--- config.mk ---
export PLATFORM = sky130hd
export DESIGN_NAME = rr_mux4x1
export DESIGN_NICKNAME = d
export VERILOG_FILES = /design/src/rtl/rr_mux4x1_pkg.sv /design/src/rtl/rr_arbiter4.sv /design/src/rtl/rr_mux4x1.sv
export SDC_FILE = /design/constraint.sdc
export NUM_CORES = 1
export LEC_CHECK = 0
export BUFFER_PORTS_ARGS = -buffer_cell sky130_fd_sc_hd__buf_2
export CAP_MARGIN = 5
export CELL_PAD_IN_SITES_DETAIL_PLACEMENT = 1
export CELL_PAD_IN_SITES_GLOBAL_PLACEMENT = 2
export CORE_ASPECT_RATIO = 0.9
export CORE_MARGIN = 2
export CORE_UTILIZATION = 27
export CTS_CLUSTER_SIZE = 8
export DETAILED_ROUTE_END_ITERATION = 10
export HOLD_SLACK_MARGIN = 0.08
export PLACE_DENSITY = 0.9
export SYNTH_ARGS = -nofsm -noshare
export SYNTH_HDL_FRONTEND = slang
export SYNTH_SLANG_ARGS = --single-unit
--- constraint.sdc ---
create_clock -name clk -period 4.5 [get_ports clk]
set_input_delay 0.225 -clock clk [delete_from_list [all_inputs] [get_ports clk]]
set_output_delay 0.225 -clock clk [all_outputs]
set_load 0.005 [all_outputs]
--- src/rtl/rr_mux4x1_pkg.sv ---
// Shared definitions for the 4:1 round-robin merge path.
package mux_pkg;

    localparam int NUM_CH = 4;
    localparam int SEL_W  = 2;

    // Round-robin pick: search ptr+1, ptr+2, ptr+3, ptr (mod 4) and return a
    // one-hot grant for the first requesting channel, or zero if none request.
    function automatic logic [NUM_CH-1:0] rr_pick(input logic [NUM_CH-1:0] req,
                                                  input logic [SEL_W-1:0]  ptr);
        logic [NUM_CH-1:0] g;
        logic [SEL_W-1:0]  idx;
        g = '0;
        for (int k = 1; k <= NUM_CH; k++) begin
            idx = ptr + SEL_W'(k);
            if ((g == '0) && req[idx]) begin
                g[idx] = 1'b1;
            end
        end
        return g;
    endfunction

endpackage

--- src/rtl/rr_arbiter4.sv ---
// Combinational 4-way round-robin arbiter: one-hot grant plus its index.
module rr_arbiter4
    import mux_pkg::*;
(
    input  logic [NUM_CH-1:0] req,
    input  logic [SEL_W-1:0]  ptr,
    input  logic              en,
    output logic [NUM_CH-1:0] gnt,
    output logic [SEL_W-1:0]  gnt_idx
);

    // Grant is suppressed entirely when the output stage cannot accept a word.
    always_comb begin
        gnt = en ? rr_pick(req, ptr) : '0;
    end

    // Encode the one-hot grant; index is don't-care (zero) when nothing is granted.
    always_comb begin
        gnt_idx = '0;
        for (int i = 0; i < NUM_CH; i++) begin
            if (gnt[i]) begin
                gnt_idx = SEL_W'(i);
            end
        end
    end

endmodule

--- src/rtl/rr_mux4x1.sv ---
// Merges four valid/ready channels into one registered stream tagged with
// the source channel index, using a round-robin arbiter.
module rr_mux4x1
    import mux_pkg::*;
#(
    parameter int DATA_W = 8
) (
    input  logic                     clk,
    input  logic                     rst,
    input  logic [NUM_CH-1:0]        in_valid,
    input  logic [NUM_CH*DATA_W-1:0] in_data,
    output logic [NUM_CH-1:0]        in_ready,
    output logic                     out_valid,
    output logic [DATA_W-1:0]        out_data,
    output logic [SEL_W-1:0]         out_sel,
    input  logic                     out_ready
);

    logic [NUM_CH-1:0] gnt;
    logic [SEL_W-1:0]  gnt_idx;
    logic [SEL_W-1:0]  ptr;
    logic              load;
    logic [DATA_W-1:0] ch_data [NUM_CH];

    for (genvar i = 0; i < NUM_CH; i++) begin : g_unpack
        assign ch_data[i] = in_data[i*DATA_W +: DATA_W];
    end

    // The output register can take a word when empty or being drained this cycle.
    assign load = ~out_valid | out_ready;

    // Nothing is granted during reset so no source believes its word was taken.
    rr_arbiter4 u_arb (
        .req     (in_valid),
        .ptr     (ptr),
        .en      (load & ~rst),
        .gnt     (gnt),
        .gnt_idx (gnt_idx)
    );

    assign in_ready = gnt;

    // Output stage and last-grant pointer; a grant implies a handshake because
    // grants are only issued to requesting channels.
    always_ff @(posedge clk) begin
        if (rst) begin
            out_valid <= 1'b0;
            out_data  <= '0;
            out_sel   <= '0;
            ptr       <= SEL_W'(NUM_CH - 1);
        end else if (|gnt) begin
            out_valid <= 1'b1;
            out_data  <= ch_data[gnt_idx];
            out_sel   <= gnt_idx;
            ptr       <= gnt_idx;
        end else if (out_ready) begin
            out_valid <= 1'b0;
        end
    end

endmodule

* After elaboration in Yosys (flattened, before gate mapping) *
Index checks and enable logic that the tools add are counted.
Widths: inputs -> output; s select.

cells by class
  add/subtract/negate cells = 3
  muxes and demuxes = 29
  equality and inequality tests = 0
  div/mod/pow operators = 0
  reductions and logical operators = 12
  shift-type cells = 0
  $lt $le $gt $ge = 9
  bitwise gates (word level) = 8
  multipliers = 0

operators by type and width
  kind                 count
  $mux 4               5
  $bmux 8 s2           1
  $mux 8               2
  $logic_not 4->1      3
  $lt 2x3->1 const B   4
  $or 4x4->4           3
  $mux 1               11
  $bmux 1 s2           4
  $demux 1 s2          4
  $ge 2x1->1 const B   4
  $logic_and 1x1->1    7
  $add 2x2->2 const B  2
  $mux 2               2
  $reduce_or 4->1      1
  $ge 3x3->1 const B   1
  $not 2->3            1
  $add 2x1->2 const B  1
  $not 1->1            2
  $reduce_bool 2->1    1
  $and 1x1->1          1
  $or 1x1->1           1

storage, ports and cells
  RAM bits = 0
  register bits = 13
  output and inout port bits = 15
  ROM bits = 0
  memories = 0
  input bits = 39
  latch bits = 0

* Depth between registers and ports, before layout *
Gate-level depths: netlist (run 1).

  depth in word-level cells = 23
  gate-level depth with buffers = 14

* Cells and area by module *
From an unflattened synthesis (run 1), not the netlist that was laid out.

unflattened totals
  cells, all modules = 124
  area total of the unflattened synthesis = 1,226.2 um^2

modules (own cells, without submodules)
  module       sequential area each (um^2)  cells each  area each (um^2)  instances
  rr_mux4x1    260.2                        65          728.2             1
  rr_arbiter4  0.0                          59          498.0             1

* Worst setup path after synthesis (run 1) *
No wires, ideal clock.

  kind = register -> register
  start = register ptr[1]
  end = register out_data[0]
  path buffers = 2
  data arrival time = 2.982 ns
  data required time = 4.370 ns
  setup slack = 1.388 ns
  stages on the path, launching flop included = 13
  setup time = 0.130 ns
  cell sequence = dfxtp_1 inv_1 ha_1 or4_1 a21boi_1 a2111oi_4 nor3b_1 a2bb2oi_1 o21ba_1 buf_6 buf_6 nor3_2 o22ai_1

on the way
  cells in the longest elaborated chain, start to end = 23
  elaborated cells between the ends (all ways) = 53
  those cells by class = add/sub: 3; order compare: 8; mux: 27; bitwise: 4; reduce/logical: 11

RTL lines
  element                                                                RTL line             source
  start: declaration                                                     rr_mux4x1.sv:21      logic [SEL_W-1:0] ptr;
  start signal: assignment                                               rr_mux4x1.sv:50      ptr <= SEL_W'(NUM_CH - 1);
  start signal: assignment                                               rr_mux4x1.sv:55      ptr <= gnt_idx;
  $add 2x1->2                                                            rr_mux4x1_pkg.sv:15  idx = ptr + SEL_W'(k);
  $lt 2x3->1 (not written as such) / $ge 2x1->1 (equally long branches)  rr_mux4x1_pkg.sv:17  g[idx] = 1'b1;
  $logic_and 1x1->1 (not written as such)                                rr_mux4x1_pkg.sv:17
  $mux 1 (not written as such)                                           rr_mux4x1_pkg.sv:17
  $demux 1 s2                                                            n/a
  $mux 4                                                                 rr_mux4x1_pkg.sv:16  if ((g == '0) && req[idx]) begin
  $logic_not 4->1                                                        rr_mux4x1_pkg.sv:16
  $logic_and 1x1->1                                                      rr_mux4x1_pkg.sv:16
  (+5 left out)                                                          n/a
  $logic_and 1x1->1                                                      rr_mux4x1_pkg.sv:16
  $mux 4 (*)                                                             rr_mux4x1_pkg.sv:16
  $mux 4 (*)                                                             rr_arbiter4.sv:14    gnt = en ? rr_pick(req, ptr) : '0;
  $mux 1                                                                 rr_arbiter4.sv:21    if (gnt[i]) begin
  $mux 2 (2 in a row)                                                    rr_arbiter4.sv:21
  $not 2->3 (not written as such)                                        rr_mux4x1.sv:53      out_data <= ch_data[gnt_idx];
  $bmux 8 s2                                                             rr_mux4x1.sv:53
  $mux 8 (not written as such) (2 in a row)                              rr_mux4x1.sv:53
  end signal: assignment                                                 rr_mux4x1.sv:53
  end: declaration                                                       rr_mux4x1.sv:14      output logic [DATA_W-1:0] out_data,

Mark *: on every way between the ends. The rest lies on a longest branch, timed or not. The select of a mux whose other input is x is not followed.
A chain may end at the register's enable or synchronous reset.

* Final worst setup path (run 1) *
  start = register ptr[0]
  end = register out_data[0]

The elaborated chain is that of the path after synthesis.

==> results by group, run 1 <==
Global route
  • First-pass GRT wire length: roughly 6600 um
  • Grt ovf: 0
  • Pin count of the biggest net entering global routing: 19
  • Vias in the first global route: around 1400
  • Initial antenna violation count: 0
  • GR Util All Layers: 14.7%

Cells and area
  • Fillers: around 560
  • Share of the core filled with cells: roughly 36%
  • Layout cells sized above 1: between 40 and 50%
  • Finished Cell Area: 1650 sq um
  • Layout overhead on the synthesized area: 27.4%
  • Final nets: between 200 and 250
  • Diodes inserted: 0

Critical path
  • Crit-path cells: inv_1, ha_1, mux4_2, a221o_1, a2111oi_4, nor3b_1, a2bb2oi_1, o21ba_1, buf_4, mux2i_1, o22ai_1
  • Critical Path Sink: out_data[0]
  • CP top delay family: compound AO/OA/AOI/OAI gates
  • R2R depth: 11
  • Worst path max stage delay: ~600 ps
  • Worst setup SP type: register
  • Crit path required time: 4630 ps
  • Levels on crit path: 11
  • Origin of the critical flop-to-flop path: ptr[0]
  • Critical path fanouts, max: 18
  • Crit path DAT: about 3900 ps
  • Reg2reg end: out_data[0]
  • Slowest CP cell: dfxtp_1
  • Critical Path End Type: register
  • Reg2reg setup slack: between 700 and 800 ps
  • WP buf/inv: 2
  • Crit Path Class: register to register
  • Critical path origin: ptr[0]

Die
  • Io pins: between 50 and 60
  • Die Footprint: around 5400 sq um
  • Starting Density: around 29%
  • Rows: 23
  • Die H: 69.6 um
  • Placeable Area: roughly 4500 sq um
  • Die X-Extent: 76.9 um

Synth
  • Seq cells post-synth: 13
  • Post-synthesis sequential area ratio: between 20% and 30%
  • Synth top area cells: dfxtp_1 20%, ha_1 7.7%, mux4_2 7.0%
  • Ys Warns: 0
  • Synthesized area: approximately 1300 sq um
  • Synth top area share: approximately a fifth
  • Asr flop ratio synth: 0%
  • Post-synth EDFFs: 0
  • Syn Area/Cell: just over 9 sq um
  • Cells after synthesis: 141
  • Cell type with the highest aggregate area in the netlist: dfxtp_1
  • Most used DFF post-synth: dfxtp_1
  • Library cells used by synthesis: 49
  • Synthesized Nets: approximately 190

Route
  • DR top layer: met4
  • Via count: roughly 1300
  • Drt first pass iters: 4
  • WL per Instance: about 15 um
  • DRC: 0
  • Average vias per placed instance: about 5.2
  • Routed met1 length: 1810 um
  • Final wirelength: 3920 um
  • Met2 WL post-DR: roughly 2000 um
  • Remaining antenna violation count: 0
  • Iter 0 DRT Violations: a little over 100
  • Met3 wire length: ~110 um

Timing
  • Min Tclk post-route: around 3800 ps
  • Fin crit share: ~84%
  • Fmax: between 200 and 300 MHz
  • Max-slew violation count: 0
  • Final setup fails: 0
  • Total negative slack: 0 ps
  • RSZ-0062 raised after global routing: no
  • Slew Limit Headroom: between 50% and 60%
  • Fin. Hold Viols: 0
  • Slew @ Worst Pin: about 650 ps
  • Skew final: approximately 2.6 ps

Clocking
  • Resized Gates After CTS: 0
  • Worst skew pair latency: 250 ps
  • Num CTS Buffers: 3
  • Worst-path clk slew: around 60 ps
  • Postcts setup bufs: 0
  • Clock sink count: 13
  • CTS Root Cell: clkbuf_8
  • TritonCTS clock tree: done
  • Hold buffer count at CTS: 0
  • Max clock buf depth: 2
  • Max H-tree Level: 1

Placement
  • Placer Congestion: roughly 0.86
  • PortBufs: 53
  • Cell area after placement: roughly 1600 sq um
  • Post-DP HPWL: 3150 um

Power
  • PD cells: 772 nW/um^2
  • Peak supply drop: between 0.2 and 0.3 mV
  • Leakage power: 0.757 nW

Run status
  • Outcome: finished, final reports clean

Worst hold path
  • Hold crit path type: input port to register

Run
  • Max_cap viols: 0
layer usage:
metal,track usage [%],up-vias
li1,-,661
met1,19.6,634
met2,25.3,19
met3,2.08,4
met4,2.83,0
met5,0,-
flip-flops by register name, indices dropped and copies added (netlist names):
register,flops
out_data,8
out_sel,2
out_valid,1
ptr,2
per-stage QoR:
| step | setup slack, ps | power, mW | instances | hold slack [ps] |
|---|---|---|---|---|
| after global placement | 822 | 1.15 | 251 | 437 |
| after floorplan | 1390 | 0.959 | 141 | 294 |
| final | 703 | 1.27 | 255 | 191 |
| after CTS | 690 | 1.28 | 255 | 177 |
| after detailed placement | 721 | 1.17 | 251 | 441 |
| after global routing | 320 | 1.39 | 255 | 193 |
how the worst min path moves through the flow:
stage                     start    endpoint  slack [ps]  depth (start not counted)
after floorplan             rst  out_sel[0]         290                          1
after global placement      rst  out_sel[1]         440                          2
after detailed placement    rst   out_valid         440                          2
after CTS                   rst  out_sel[0]         180                          2
after global routing        rst  out_sel[1]         190                          2
final                       rst  out_sel[0]         190                          2
synth_stat cells (3+ instances only):
library cell and number:
nor3_2 8, mux4_2 4, clkbuf_1 3, o22ai_1 8
inv_1 6, ha_1 8, a21oi_1 4, nand2_1 12
dfxtp_1 13, a31oi_1 3, buf_6 3, o21ai_0 4
o221ai_1 8, nand3_1 3, mux2i_1 8, and2_1 6
logic make-up (layout without fill, tap and decap cells):
group           after synthesis  after routing  synth area share (%)
buf+inv                      15             67                  6.49
compound gates               48             48                  30.1
mux                          14             14                  14.9
fa+ha+maj                     8              8                  7.74
flops                        13             13                  20.1
simple gates                 43             43                  20.6
power by group:
part | leakage, nW | total, mW | switching, mW | internal, mW
combinational | 0.624 | 0.954 | 0.551 | 0.403
sequential | 0.108 | 0.209 | 0.0433 | 0.166
clock | 0.0255 | 0.108 | 0.0469 | 0.0612
total | 0.757 | 1.27 | 0.642 | 0.630
area by class of cell:
class	count	area [sq um]	area share [%]
multi-input cells	113	948	57.6
flip-flops and latches	13	260	15.8
well taps	62	77.6	4.71
inverters	7	26.3	1.60
clock inverters	1	5.00	0.304
repair buffers	56	288	17.5
clock buffers	3	41.3	2.51
placed cells by master, fill, tap and decap left out, drive strengths merged, types with 3 or more instances in the layout:
cell type / instances
a21oi: 4
a31oi: 3
and2: 6
buf: 56
clkbuf: 3
dfxtp: 13
ha: 8
inv: 7
mux2i: 8
mux4: 4
nand2: 12
nand3: 3
nor3: 10
o21ai: 6
o221ai: 8
o22ai: 9
Note: power is estimated with default switching activity, not from simulation.
==> run 2, diff against run 1 <==
ABC_AREA = 1   (was unset)
CORE_UTILIZATION = 22   (was 27)
PLACE_DENSITY = 0.88   (was 0.9)
clock period = 3.3 ns   (was 4.5 ns; I/O delays follow)
==> run 2 against run 1 <==
Effect of this change:
- critical path depth up 11
- via count up 25%
- final cell count up 57%
- clock power up 31%
- area after synthesis up 13%
- critical path type unchanged
==> results by group, run 2 <==
Cells and area
  • Layout overhead on the synthesized area: 32.0%
  • Max reg flops: 8 (unchanged)
  • Largest regs: out_data: 8 flops, out_sel: 2 flops, ptr: 2 flops
  • Layout cells sized above 1: 31.5% (-9.9 points)
  • Finished Cell Area: 1930 sq um (+17%)
  • Most frequent cells in the layout: 63 x inv_1, 60 x nand2_1, 53 x buf_2
  • Share of the core filled with cells: 29.6% (-6.9 points)
  • Final nets: 359 (+49%)
  • Fillers: 903 (+62%)
  • Commonest non-fill, non-tap cell in the layout: inv_1
  • Largest Register: out_data
  • Diodes inserted: 0 (unchanged)

Power
  • Sequential share of power: 12.8% (-3.6 points)
  • Peak supply drop: 0.281 mV (-3.2%)
  • Psw: 1.15 mW (+79%)
  • PD cells: 1080 nW/um^2 (+40%)
  • Leakage power: 1.21 nW (+60%)
  • Comb pwr share: 80.4% (+5.4 points)
  • Pint: 0.938 mW (+49%)
  • Switching Share: 55.0% (+4.5 points)
  • Clk pwr share: 6.8% (-1.7 points)

Synth
  • Cells after synthesis: 250 (+77%)
  • Cell type with the highest aggregate area in the netlist: dfxtp_1
  • Most used DFF post-synth: dfxtp_1
  • Post-synth EDFFs: 0 (unchanged)
  • Syn Area/Cell: 5.84 sq um (-36%)
  • Asr flop ratio synth: 0% (unchanged)
  • Ys Warns: 0 (unchanged)
  • Most instantiated cells after synthesis: 63 x inv_1, 60 x nand2_1, 40 x nand3_1
  • Synthesized Nets: 297 (+58%)
  • Synth top area cells: dfxtp_1 18%, inv_1 16%, nand2_1 15%
  • Post-synthesis sequential area ratio: 17.8% (-2.3 points)
  • Library cells used by synthesis: 22 (-55%)
  • Count leader, synth: inv_1
  • Synthesized area: 1460 sq um (+13%)
  • Synth top area share: 17.8% (-2.3 points)
  • Seq cells post-synth: 13 (unchanged)

Die
  • Die H: 81.3 um (+17%)
  • Die X-Extent: 89.9 um (+17%)
  • Io pins: 54 (unchanged)
  • Placeable Area: 6520 sq um (+44%)
  • Die Footprint: 7310 sq um (+36%)
  • Rows: 28 (+22%)
  • Starting Density: 22.4% (-6.2 points)

Route
  • WL per Instance: 11.2 um (-27%)
  • Via count: 1645 (+25%)
  • Final wirelength: 4480 um (+14%)
  • DRC: 0 (unchanged)
  • Iter 0 DRT Violations: 34 (-67%)
  • Average vias per placed instance: 4.10 (-21%)
  • Remaining antenna violation count: 0 (unchanged)
  • Drt first pass iters: 4 (unchanged)

Timing
  • Max-slew violation count: 0 (unchanged)
  • Min Tclk post-route: 2930 ps (-865 ps)
  • RSZ-0062 raised after global routing: no
  • Slew Limit Headroom: 82.5% (+26 points)
  • Fin crit share: 88.8% (+4.5 points)
  • Slew @ Worst Pin: 261 ps (-393 ps)
  • Final setup fails: 0 (unchanged)
  • Skew final: 2.33 ps (-0.242 ps)
  • Fmax: 341 MHz (+30%)
  • Fin. Hold Viols: 0 (unchanged)
  • Total negative slack: 0 ps (unchanged)

Critical path
  • Crit Path Class: register to register
  • Critical Path End Type: register
  • Worst setup SP type: register
  • Critical path fanouts, max: 9 (-9)
  • Crit path DAT: 3120 ps (-800 ps)
  • Crit path required time: 3490 ps (-1140 ps)

Run
  • Max_cap viols: 0 (unchanged)

Global route
  • First-pass GRT wire length: 7310 um (+11%)
  • Grt ovf: 0 (unchanged)
  • Vias in the first global route: 1573 (+14%)
  • Initial antenna violation count: 0 (unchanged)
  • Pin count of the biggest net entering global routing: 20 (+1)
  • GR Util All Layers: 12.2% (-2.5 points)

Clocking
  • Worst-path clk slew: 60 ps (about the same)
  • Worst skew pair latency: 240 ps (about the same)
  • Clock sink count: 13 (unchanged)
  • Hold buffer count at CTS: 0 (unchanged)
  • Num CTS Buffers: 3 (unchanged)
  • Max clock buf depth: 2 (unchanged)
  • TritonCTS clock tree: done
  • Max H-tree Level: 1 (unchanged)
  • CTS Root Cell: clkbuf_8

Placement
  • Placer Congestion: 0.814 (-5.4%)
  • PortBufs: 53 (unchanged)
  • Cell area after placement: 1810 sq um (+13%)
  • Post-DP HPWL: 3580 um (+14%)

Run status
  • Outcome: finished, final reports clean

Worst hold path
  • Hold crit path type: input port to register
run 2: changes by cell type in the layout (fill, tap and decap cells not counted), sizes merged, moves of 9 or more:
cell and delta:
nand2 +61, inv +60, nand3 +42, nor2 +20, nor3 -10, o22ai -9
run 2: cell type report:
type / instances / area (sq um) / share of cell area [%]
multi-input combinational: 165 / 910 / 47.2
timing repair buffer: 62 / 345 / 17.9
tap: 90 / 113 / 5.84
inverter: 67 / 251 / 13.0
sequential: 13 / 263 / 13.6
clock inverter: 1 / 5.00 / 0.260
clock buffer: 3 / 41.3 / 2.14
run 2: metal layers:
metal	routed length [um]	vias up	global-route usage (%)	share of wire, %
met1	2160	749	15.6	48
met4	33	0	2.77	0.74
met3	142	2	2.13	3.2
li1	-	869	-	-
met2	2150	25	21.9	48
met5	0	-	0	0
run 2: worst paths after layout:
| path | endpoint | cells after the start | from | slack (ps) |
|---|---|---|---|---|
| setup / recovery | out_data[3] | 22 | ptr[0] | 370 |
| hold / removal | out_valid | 4 | out_ready | 240 |
| setup reg to reg | out_data[3] | 22 | ptr[0] | 370 |
| hold reg to reg | out_sel[0] | 2 | out_sel[0] | 480 |
run 2: cell families (layout without fill, tap and decap cells):
family          after synthesis  after routing  share of synthesized area [%]
simple gates                139            140                           46.4
buf+inv                      73            133                           20.9
flops                        13             13                           17.8
compound gates               17             17                           8.05
fa+ha+maj                     8              8                           6.86
run 2: worst max-delay path: stages, from the launching register on:
cell and delay [ps]:
dfxtp_2 410, inv_2 60, ha_1 340, inv_1 120, nand3_1 100, nand2_2 120
o31ai_4 100, nand3_1 90, nand2_1 80, nor2_2 150, nand3_1 100, nand2_1 120
nor2_2 70, nand3_1 90, nand2_1 100, inv_2 80, nand3_4 170, buf_4 220
a21oi_1 120, nand2_1 70, nand3_1 80, nand2_1 60, inv_1 40
run 2: power by group through the flow:
stage	clock, mW	sequential [mW]	combinational, mW
after floorplan	0	0.262	1.23
after global placement	0	0.268	1.51
after detailed placement	0	0.270	1.54
after CTS	0.146	0.267	1.55
after global routing	0.153	0.276	1.91
final	0.142	0.267	1.67
run 2: per-stage QoR:
step / setup slack, ps / std cells / hold slack, ps / total power [mW]
2_1_floorplan: 573 / 250 / 308 / 1.49
3_3_place_gp: 348 / 391 / 455 / 1.77
3_5_place_dp: 208 / 391 / 462 / 1.81
4_1_cts: 193 / 395 / 246 / 1.96
5_1_grt: 20.2 / 401 / 261 / 2.34
6_report: 368 / 401 / 242 / 2.08
run 2: repair_timing:
item	4_1_cts	5_1_grt
gates resized for setup	0	3
setup endpoints to repair	0	11
buffers inserted	0	5
==> run 3, diff against run 2 <==
REMOVE_ABC_BUFFERS = 1   (was unset)
==> run 3 against run 2 <==
Effect of this change:
- first-iteration DRC count is 24% higher
- die area did not move
- critical endpoint is now out_data[7]
- worst setup slack got worse by 38 ps
- non-clock buffer count grew 4
==> results by group, run 3 (synthesis results as in run 2) <==
Timing
  • Max-slew violation count: 0 (unchanged)
  • Fin crit share: 90.0% (+1.1 points)
  • Skew final: 3.11 ps (+0.785 ps)
  • Slew Limit Headroom: 82.0% (-0.55 points)
  • Fin worst setup slack: 330 ps (-37.9 ps)
  • Slew @ Worst Pin: 268 ps (+6.70 ps)
  • Hold slack: 259 ps (+17.6 ps)
  • Final setup fails: 0 (unchanged)
  • Min Tclk post-route: 2970 ps (+37.9 ps)
  • Fin. Hold Viols: 0 (unchanged)
  • Fmax: 337 MHz (-1.3%)

Clocking
  • Max H-tree Level: 1 (unchanged)
  • Num CTS Buffers: 3 (unchanged)
  • Worst-path clk slew: 60 ps (about the same)
  • Worst skew pair latency: 240 ps (about the same)
  • Clock sink count: 13 (unchanged)
  • Max clock buf depth: 2 (unchanged)
  • CTS Root Cell: clkbuf_8
  • TritonCTS clock tree: done

Global route
  • Initial antenna violation count: 0 (unchanged)
  • First-pass GRT wire length: 6900 um (-5.7%)
  • Vias in the first global route: 1510 (-4.0%)
  • Grt ovf: 0 (unchanged)
  • GR Util All Layers: 11.6% (-0.67 points)
  • Pin count of the biggest net entering global routing: 20 (unchanged)

Worst hold path
  • HP Start: rst
  • Hold crit path type: input port to register

Cells and area
  • Final nets: 363 (+1.1%)
  • Largest regs: out_data: 8 flops, out_sel: 2 flops, ptr: 2 flops
  • Fillers: 900 (-0.33%)
  • Commonest non-fill, non-tap cell in the layout: inv_1
  • Largest Register: out_data
  • Finished Cell Area: 1960 sq um (+1.9%)
  • Diodes inserted: 0 (unchanged)
  • Max reg flops: 8 (unchanged)
  • Layout cells sized above 1: 31.7% (+0.23 points)
  • Layout overhead on the synthesized area: 34.5%
  • Most frequent cells in the layout: 63 x inv_1, 60 x nand2_1, 53 x buf_2

Critical path
  • Crit Path Class: register to register
  • CP top delay family: simple AND/OR/NAND/NOR gates
  • Critical Path End Type: register
  • Crit path DAT: 3120 ps (about the same)
  • Critical path origin: ptr[0]
  • Crit-path cells: inv_2, ha_1, inv_1, nand3_1, nand2_2, o31ai_4, nand3_1, nand2_1, nor2_2, nand3_1, nand2_1, nor2_2, nand3_1, nand2_1, nand2_2, nand2_4, inv_2, nand3_4, nor2_1, nor2_1, nand2_1, inv_1
  • WP buf/inv: 4 (-1)
  • Worst setup SP type: register
  • Worst path max stage delay: 400 ps (about the same)
  • Slowest CP cell: dfxtp_4
  • Critical path fanouts, max: 19 (+10)
  • Origin of the critical flop-to-flop path: ptr[0]
  • Crit path required time: 3450 ps (-40 ps)

Route
  • Met3 wire length: 118 um (-17%)
  • Via count: 1683 (+2.3%)
  • Routed met1 length: 2170 um (+0.65%)
  • Drt first pass iters: 4 (unchanged)
  • Final wirelength: 4620 um (+3.1%)
  • Iter 0 DRT Violations: 42 (+24%)
  • Met2 WL post-DR: 2290 um (+6.9%)
  • Average vias per placed instance: 4.16 (+1.3%)
  • DRC: 0 (unchanged)
  • Remaining antenna violation count: 0 (unchanged)
  • DR top layer: met4
  • WL per Instance: 11.4 um (+2.1%)

Power
  • Peak supply drop: 0.333 mV (+19%)
  • Leakage power: 1.23 nW (+1.3%)
  • PD cells: 1100 nW/um^2 (+2.2%)
  • Total power: 2.17 mW (+4.2%)

Die
  • Rows: 28 (unchanged)
  • Starting Density: 22.4% (unchanged)
  • Placeable Area: 6520 sq um (unchanged)
  • Die Footprint: 7310 sq um (unchanged)
  • Die H: 81.3 um (unchanged)
  • Die X-Extent: 89.9 um (unchanged)
  • Io pins: 54 (unchanged)

Placement
  • Cell area after placement: 1810 sq um (unchanged)
  • Post-DP HPWL: 3540 um (-1.3%)
  • Place WS: 180 ps (-28.0 ps)
  • PortBufs: 53 (unchanged)
  • Placer Congestion: 0.776 (-4.7%)

Run status
  • Outcome: finished, final reports clean

Run
  • Max_cap viols: 0 (unchanged)
## run 3: cell type report
type	instances	area [sq um]	share of cell area, %
Clock buffer	4	45.0	2.29
Tap cell	90	113	5.73
Inverter	67	251	12.8
Sequential cell	13	265	13.5
Multi-Input combinational cell	165	915	46.6
Timing Repair Buffer	66	375	19.1
## run 3: report_power, final
part,total (mW),leakage (nW),switching (mW),internal (mW)
combinational,1.76,1.10,1.09,0.670
clock,0.144,0.0228,0.0586,0.0854
sequential,0.267,0.108,0.0437,0.224
total,2.17,1.23,1.19,0.979
## run 3: through the flow
stage | std cells | util, % | setup TNS (ps)
floorplan | 244 | - | 0
global placement | 391 | 27.8 | 0
detailed placement | 391 | 27.8 | 0
CTS | 395 | 28.5 | 0
global route | 405 | 30.1 | -25.5
finish | 405 | 30.1 | 0
## run 3: timing repair
item | 4_1_cts | 5_1_grt
endpoints found under the setup margin | 0 | 12
hold buffers | 0 | 0
gates resized for setup | 0 | 5
setup buffers | 0 | 9
## run 3: worst reg2reg max path, stage by stage, from the launching register on
cell and delay, ps:
dfxtp_4 400, inv_2 50, ha_1 340, inv_1 120, nand3_1 100, nand2_2 130
o31ai_4 100, nand3_1 90, nand2_1 80, nor2_2 160, nand3_1 90, nand2_1 110
nor2_2 60, nand3_1 80, nand2_1 60, nand2_2 150, nand2_4 70, inv_2 110
nand3_4 200, nor2_1 200, nor2_1 70, nand2_1 70, inv_1 30
## run 3: metal layers
layer  vias up  GRT usage (%)
met5         -              0
met4         0           3.23
met3         4           1.48
met2        24           20.8
met1       772           14.8
li1        883              -
## run 3: worst paths after layout
kind | end | slack (ps) | cells past startpoint
setup reg to reg | out_data[7] | 330 | 22
setup / recovery | out_data[7] | 330 | 22
hold reg to reg | out_sel[0] | 470 | 2
hold / removal | out_sel[0] | 260 | 2
